**config.mk**
```make
export PLATFORM = sky130hd
export DESIGN_NAME = freq_pair_reader
export DESIGN_NICKNAME = d
export VERILOG_FILES = /design/src/rtl/freq_pkg.sv /design/src/rtl/freq_skew_watchdog.sv /design/src/rtl/freq_pair_reader.sv
export SDC_FILE = /design/constraint.sdc
export NUM_CORES = 1
export LEC_CHECK = 0
export CORE_MARGIN = 3
export CORE_UTILIZATION = 45
export DETAILED_ROUTE_END_ITERATION = 8
export GPL_TIMING_DRIVEN = 1
export MAX_ROUTING_LAYER = met4
export PLACE_DENSITY = 0.76
export SKIP_CTS_REPAIR_TIMING = 1
export SYNTH_ARGS = -nofsm -noshare
export SYNTH_HDL_FRONTEND = slang
export SYNTH_SLANG_ARGS = --single-unit
```
**constraint.sdc**
```tcl
create_clock -name clk -period 2.7 [get_ports clk]
set_input_delay 0.54 -clock clk [delete_from_list [all_inputs] [get_ports clk]]
set_output_delay 0.54 -clock clk [all_outputs]
set_load 0.05 [all_outputs]
```
**src/rtl/freq_pkg.sv**
```systemverilog
// Shared definitions for the frequency-pair read path: default word width,
// FSM state encoding and the frequency / difference word types.
package freq_pkg;

   localparam int FREQ_W_DEF = 15;

   localparam logic [2:0] ST_IDLE    = 3'd0;
   localparam logic [2:0] ST_POP     = 3'd1;
   localparam logic [2:0] ST_WAIT    = 3'd2;
   localparam logic [2:0] ST_PRESENT = 3'd3;
   localparam logic [2:0] ST_FINISH  = 3'd4;

   typedef enum logic [2:0] {
      IDLE    = ST_IDLE,
      POP     = ST_POP,
      WAIT    = ST_WAIT,
      PRESENT = ST_PRESENT,
      FINISH  = ST_FINISH
   } state_t;

   typedef logic [FREQ_W_DEF-1:0] freq_t;
   typedef logic [FREQ_W_DEF:0]   diff_t;

endpackage

```
**src/rtl/freq_skew_watchdog.sv**
```systemverilog
// Trips for one cycle once exactly one of the two FIFOs has been empty for
// SKEW_LIMIT consecutive enabled cycles; both-empty is an ordinary stall.
module freq_skew_watchdog #(
   parameter int SKEW_LIMIT = 16
) (
   input  logic clk,
   input  logic rst,
   input  logic enable,
   input  logic ref_empty,
   input  logic song_empty,
   output logic trip
);

   localparam int CW = $clog2(SKEW_LIMIT + 1);

   logic [CW-1:0] run_cnt;
   logic          skewed;

   assign skewed = enable && (ref_empty ^ song_empty);
   assign trip   = skewed && (run_cnt == CW'(SKEW_LIMIT - 1));

   // NOTE: clocked state uses non-blocking assignments so every flop samples
   // pre-edge values, independent of process evaluation order.
   always_ff @(posedge clk or posedge rst) begin
      if (rst)
         run_cnt <= '0;
      else if (!skewed || trip)
         run_cnt <= '0;
      else
         run_cnt <= run_cnt + CW'(1);
   end

endmodule

```
**src/rtl/freq_pair_reader.sv**
```systemverilog
// Pops matched reference/song frequency pairs from two FIFOs and presents
// each with its signed and absolute difference over a valid/ready handshake.
module freq_pair_reader
   import freq_pkg::*;
#(
   parameter int FREQ_W     = FREQ_W_DEF,
   parameter int CNT_W      = 8,
   parameter int RD_LATENCY = 1,
   parameter int SKEW_LIMIT = 16
) (
   input  logic              clk,
   input  logic              rst,
   input  logic              start,
   input  logic [CNT_W-1:0]  num_pairs,
   input  logic              ref_empty,
   input  logic              song_empty,
   input  logic [FREQ_W-1:0] ref_dout,
   input  logic [FREQ_W-1:0] song_dout,
   output logic              rd_en,
   output logic              pair_valid,
   input  logic              pair_ready,
   output logic [FREQ_W-1:0] ref_freq,
   output logic [FREQ_W-1:0] song_freq,
   output logic [FREQ_W:0]   diff,
   output logic [FREQ_W-1:0] abs_diff,
   output logic [CNT_W-1:0]  pair_index,
   output logic              busy,
   output logic              done,
   output logic              skew_err
);

   state_t             state, state_nx;
   logic [CNT_W-1:0]   num_q, cnt_q, cnt_inc;
   logic [1:0]         wait_cnt;
   logic               trip;
   logic               start_acc, capture, accept;
   logic [FREQ_W:0]    diff_c;
   logic [FREQ_W-1:0]  abs_c;

   // Zero-extending both operands makes the subtraction overflow-free, and the
   // magnitude always fits back into FREQ_W bits.
   assign diff_c  = {1'b0, song_dout} - {1'b0, ref_dout};
   assign abs_c   = diff_c[FREQ_W] ? FREQ_W'(-diff_c) : diff_c[FREQ_W-1:0];
   assign cnt_inc = cnt_q + CNT_W'(1);

   freq_skew_watchdog #(
      .SKEW_LIMIT(SKEW_LIMIT)
   ) u_watchdog (
      .clk       (clk),
      .rst       (rst),
      .enable    (state == POP),
      .ref_empty (ref_empty),
      .song_empty(song_empty),
      .trip      (trip)
   );

   // NOTE: every signal written here gets a default first, so no path can
   // leave one unassigned and infer a latch.
   always_comb begin
      state_nx  = state;
      rd_en     = 1'b0;
      start_acc = 1'b0;
      capture   = 1'b0;
      accept    = 1'b0;
      case (state)
         IDLE: begin
            if (start) begin
               start_acc = 1'b1;
               state_nx  = (num_pairs == '0) ? FINISH : POP;
            end
         end
         POP: begin
            if (trip)
               state_nx = FINISH;
            else if (!ref_empty && !song_empty) begin
               rd_en    = 1'b1;
               state_nx = WAIT;
            end
         end
         WAIT: begin
            if (wait_cnt == 2'(RD_LATENCY - 1)) begin
               capture  = 1'b1;
               state_nx = PRESENT;
            end
         end
         PRESENT: begin
            if (pair_ready) begin
               accept   = 1'b1;
               state_nx = (cnt_inc == num_q) ? FINISH : POP;
            end
         end
         FINISH:  state_nx = IDLE;
         default: state_nx = IDLE;
      endcase
   end

   assign pair_valid = (state == PRESENT);
   assign busy       = (state != IDLE);
   assign done       = (state == FINISH);
   assign pair_index = cnt_q;

   always_ff @(posedge clk or posedge rst) begin
      if (rst) begin
         state    <= IDLE;
         wait_cnt <= '0;
         num_q    <= '0;
         cnt_q    <= '0;
         skew_err <= 1'b0;
      end else begin
         state    <= state_nx;
         wait_cnt <= (state == WAIT) ? wait_cnt + 2'd1 : 2'd0;
         if (start_acc) begin
            num_q    <= num_pairs;
            cnt_q    <= '0;
            skew_err <= 1'b0;
         end else begin
            if (accept) cnt_q    <= cnt_inc;
            if (trip)   skew_err <= 1'b1;
         end
      end
   end

   // Presented data is frozen between capture and the next capture, which
   // keeps it stable through any amount of backpressure.
   always_ff @(posedge clk or posedge rst) begin
      if (rst) begin
         ref_freq  <= '0;
         song_freq <= '0;
         diff      <= '0;
         abs_diff  <= '0;
      end else if (capture) begin
         ref_freq  <= ref_dout;
         song_freq <= song_dout;
         diff      <= diff_c;
         abs_diff  <= abs_c;
      end
   end

endmodule

```
# Word-level counts from Yosys, hierarchy flattened
# Cells that the tools add are included.
[word_totals]
reg_bits = 88
inputBits = 44
out_inout_bits = 74
elab_cells = 64
[op_classes]
addsub = 5
eq_ne = 10
mux = 24
bitwise = 1
reduce_logical = 14
[op_table]
columns = ["cell", "n"]
rows = [
  ["3-bit 2-to-1 mux", 7],
  ["8-bit 2-to-1 mux", 2],
  ["15-bit by 15-bit subtractor with 16-bit output", 1],
  ["15-bit 2-to-1 mux", 1],
  ["15-bit negation", 1],
  ["3-bit one-hot mux with 4 select lines", 1],
  ["1-bit 2-to-1 mux", 11],
  ["8-bit by 1-bit adder with 8-bit output (second input constant)", 1],
  ["8-bit equality test", 1],
  ["8-bit zero test", 1],
  ["3-bit by 2-bit equality test with 1-bit output (second input constant)", 2],
  ["5-bit by 1-bit adder with 5-bit output (second input constant)", 1],
  ["5-bit by 4-bit equality test with 1-bit output (second input constant)", 1],
  ["5-bit 2-to-1 mux", 1],
  ["2-bit inequality test (second input constant)", 2],
  ["4-bit AND reduction", 1],
  ["2-bit nonzero test", 2],
  ["3-bit by 1-bit equality test with 1-bit output (second input constant)", 1],
  ["3-bit equality test (second input constant)", 1],
  ["1-bit logical AND", 3],
  ["1-bit zero test", 3],
  ["3-bit zero test", 1],
  ["3-bit inequality test (second input constant)", 1],
  ["3-bit nonzero test", 1],
  ["6 further kinds", 6],
]

# Longest topological paths before layout
[logic_depth]
word_depth = 5
mapped_depth = 12
depth_no_buf = 11

# By module
# Synthesis repeated with hierarchy kept, for this count alone.
[hier_totals]
cells_unflattened = 538
area_unflattened_um2 = 4824.6
[modules_own_cells]
columns = ["mod", "instances", "cells_each", "area_each_um2", "seq_area_each_um2"]
rows = [
  ["freq_pair_reader", 1, 516, 4588.2, 2052.0],
  ["freq_skew_watchdog", 1, 22, 236.5, 125.1],
]

# Worst setup path before layout
# No wires, ideal clock.
[synth_timing]
kind = "input to register"
start = "input song_dout[0]"
end = "register abs_diff[13]"
setup_ps = 92
t_arrival_ps = 2620
required_ps = 2608
path_slack_ps = -12
path_stages = 11
path_buffers = 0
path_cell_list = "inv_1 -> ha_1 -> fa_1 -> nor2b_4 -> o31a_4 -> o221ai_1 -> o311a_4 -> nor4_4 -> nand4_1 -> and3_1 -> o31ai_2"
[synth_between]
elab_chain_cells = 3
[synth_rtl]
columns = ["element", "line", "rtl"]
rows = [
  ["start: declaration", "freq_pair_reader.sv:18", "input logic [FREQ_W-1:0] song_dout,"],
  ["15-bit by 15-bit subtractor with 16-bit output *", "freq_pair_reader.sv:42", "assign diff_c = {1'b0, song_dout} - {1'b0, ref_dout};"],
  ["15-bit negation", "freq_pair_reader.sv:43", "assign abs_c = diff_c[FREQ_W] ? FREQ_W'(-diff_c) : diff_c[FREQ_W-1:0];"],
  ["15-bit 2-to-1 mux *", "freq_pair_reader.sv:43", ""],
  ["end signal: assignment", "freq_pair_reader.sv:135", "abs_diff <= abs_c;"],
  ["end: declaration", "freq_pair_reader.sv:25", "output logic [FREQ_W-1:0] abs_diff,"],
]
# Every way passes the cells marked *; elsewhere a longest branch is shown, timed or not.
# A chain may end at the register's enable or synchronous reset.

# Worst setup path in the final report
[layout_timing]
start = "input song_dout[11]"
end = "register abs_diff[14]"
# Same word-level chain as after synthesis.

==> flow_summary.toml <==
[sta]
maxSlewViolCount = 0
fin_worst_hold_slack_ns = 0.4564
max_freq_mhz = 381.6
finalClockSkew_ns = 0.01088
grt_setup_unrepaired = "true"
slew_headroom = 0.6441
min_period_over_period = 0.9706
tightest_slew_ns = 0.5322
setup_viol = 0
finalCriticalPeriod_ns = 2.621
finalHoldViolations = 0

[job]
cap_violations = 0

[yosys]
async_reset_ff_frac = 1.000
yosysTopAreaCellShare = 0.4451
synthAdderAreaFrac = 0.06037
synth.net_count = 566
synth_xor_area_frac = 0.05551
synth_top_family_by_area = "compound AO/OA/AOI/OAI gates"
synth_cell_types = 64
synth_ff_type = "dfrtp_1"
synth_compound_area_frac = 0.1696
synthTopCellsByArea = "dfrtp_1, mux2_2, o21ai_0"
synth_edf_count = 0
ys_seq_area_frac = 0.4451
ys_ff_latch = 87
synthMuxAreaShare = 0.06677
yosys.area.top_type = "dfrtp_1"
yosys_warnings = 0
avgSynthCellArea_um2 = 9.801
syn-instance-count = 499
syn-cell-area_mm2 = 0.004891
synth-simple-area-share = 0.1622

[drt]
viasPerCell = 5.300
via_count = 4441
wl_um = 13080
wire_per_inst_um = 15.61
drc = 0
ant_nets = 0
drtIter0Drc = 187
drtPass1Iterations = 4

[place]
hpwl_um = 9316
dp_cells = 804
port_buffers = 117
routabilityCongestion = 0.9034

[grt]
grt_max_degree = 88
grt_antenna_before_repair = 1
grt_pass1_wl_um = 20200
track_usage = 0.2167
grt_pass1_vias = 4488
overflow = 0

[finish]
final_util = 0.7084
layout.nets = 762
fillers = 788
area_growth_syn_to_layout_pct = 51.55
stdcell_count = 838
drive_above_1_share = 0.2786

[floorplan]
die_w_um = 110.3
io_pins = 118
row_count = 37
die_height_um = 110.3
initial_core_util = 0.4675
die_area_mm2 = 0.01216
coreArea_mm2 = 0.01046

[cts]
cts_tree = "done"
clk_path_buf_depth = 2
h-tree-depth = 3
clk_transition_reported_paths_ns = 0.09
clock-root-buffer = "clkbuf_8"
cts_buffers = 9
cts.sinks = 87
clkLatencyLatePin_ns = 0.37

[outcome]
status = "complete, no violations"

[worst_setup_path]
r2r_slack_ns = 0.29
worst_ep_required_time_ns = 2.98
critPathLaunchType = "input port"
r2r-end = "state[2]"
critPathKind = "in -> reg"
worstPathArrival_ns = 2.90
r2r_cells = 8
end_kind = "flop"
crit_fanout = 4
critPathLaunch = "song_dout[11]"
r2r-start = "pair_index[0]"

[pwr]
p_total_uw = 8035
p_per_area_mw_per_mm2 = 1084
irDropWorstVdd_mv = 0.7006
p_leak_uw = 0.003416

[hold_path]
hp-start = "song_dout[0]"
holdCritPathClass = "in -> reg"
hold_end = "song_freq[0]"
min_path_cells = 3
-- cell type report --
cell class              instances  area (um2)  area share
inverters                      31       120.1     0.01621
clock inverters                 6       115.1     0.01553
diodes                          2       5.005   0.0006752
clock buffers                  10       137.6     0.01857
flip-flops and latches         87        2177      0.2937
repair buffers                203        1907      0.2573
well taps                     136       170.2     0.02296
multi-input cells             363        2780      0.3751
-- kinds of logic after synthesis --
| group | count (synthesis) |
|---|---|
| and+or+nand+nor | 154 |
| muxes | 29 |
| xor gates and xnor gates | 31 |
| buffers and inverters | 49 |
| DFF | 87 |
| adders and majority gates | 23 |
| AOI/OAI and AO/OA | 126 |
-- per-stage QoR --
step | TNS (ns) | worst slack, ns | cell area [um2]
finish | 0 | 0.07938 | 7412
global route | -0.04161 | -0.04161 | 7410
CTS | -1.660 | -0.2736 | 6980
detailed placement | -8.746 | -0.6624 | 6728
global placement | -7.775 | -0.5532 | 6728
floorplan | 0 | 0.04078 | 4895
-- flip-flops by register name, indices dropped and copies added (netlist names) --
| signal | cells |
|---|---|
| pair_index | 8 |
| song_freq | 15 |
| skew_err | 1 |
| num_q | 8 |
| wait_cnt | 2 |
| state | 3 |
| ref_freq | 15 |
| diff | 15 |
| abs_diff | 15 |
| u_watchdog.run_cnt | 5 |
-- synthesized netlist by cell type, drive strengths merged (5+ instances only) --
library cell and n:
nand2 63, clkbuf 14, dfrtp 87, and2 5
nor4 7, ha 22, nand3 9, and3 9
nand2b 6, nor2 26, mux2 29, o21ai 62
nor3 5, xor2 9, inv 31, a31oi 5
a211oi 5, nor2b 7, o211ai 8, xnor2 22
a21oi 19
-- worst max-delay path, stage by stage --
cell and delay [ns]:
clkdlybuf4s50_1 0.53, ha_4 0.23, nor2b_2 0.16, a221o_2 0.34, a211o_1 0.29, a2111oi_4 0.34
a31oi_1 0.15, xor2_1 0.18, o21ai_1 0.13
-- worst max path at each step --
stage,endpoint,slack [ns]
2_1_floorplan,abs_diff[14],0.04
3_3_place_gp,abs_diff[14],-0.55
3_5_place_dp,abs_diff[13],-0.66
4_1_cts,abs_diff[14],-0.27
5_1_grt,abs_diff[14],-0.04
6_report,abs_diff[14],0.08
-- layer usage --
layer,global-route usage,vias up,share of wire
met1,0.2532,2135,0.42
met2,0.3718,134,0.50
met4,0.07828,0,0.022
met5,-,-,0
met3,0.04310,27,0.058
li1,-,2145,-
-- placed cells by master, fill, tap and decap left out, types with 4 or more instances in the layout --
cell type	instances
nand3_1	8
nor4_1	5
xnor2_1	22
o211ai_1	8
ha_1	10
a21oi_1	11
nand2_1	62
dfrtp_1	87
nor2_1	26
a31oi_1	5
clkdlybuf4s50_1	91
inv_1	17
nand2b_1	6
mux2_2	29
clkbuf_8	10
nor3_1	5
buf_4	82
and2_1	4
dlymetal6s2s_1	23
inv_2	13
xor2_1	9
o21ai_1	6
and3_1	9
o21ai_0	54
a21oi_2	5
nor2b_1	4
ha_4	12
-- report_power, final --
| part | switching [uW] | leakage, uW | internal, uW | total [uW] |
|---|---|---|---|---|
| Sequential | 355 | 0.00108 | 1860 | 2210 |
| Combinational | 2900 | 0.00222 | 1780 | 4680 |
| Clock | 496 | 0.000123 | 645 | 1140 |
Note: power is estimated with default switching activity, not from simulation.
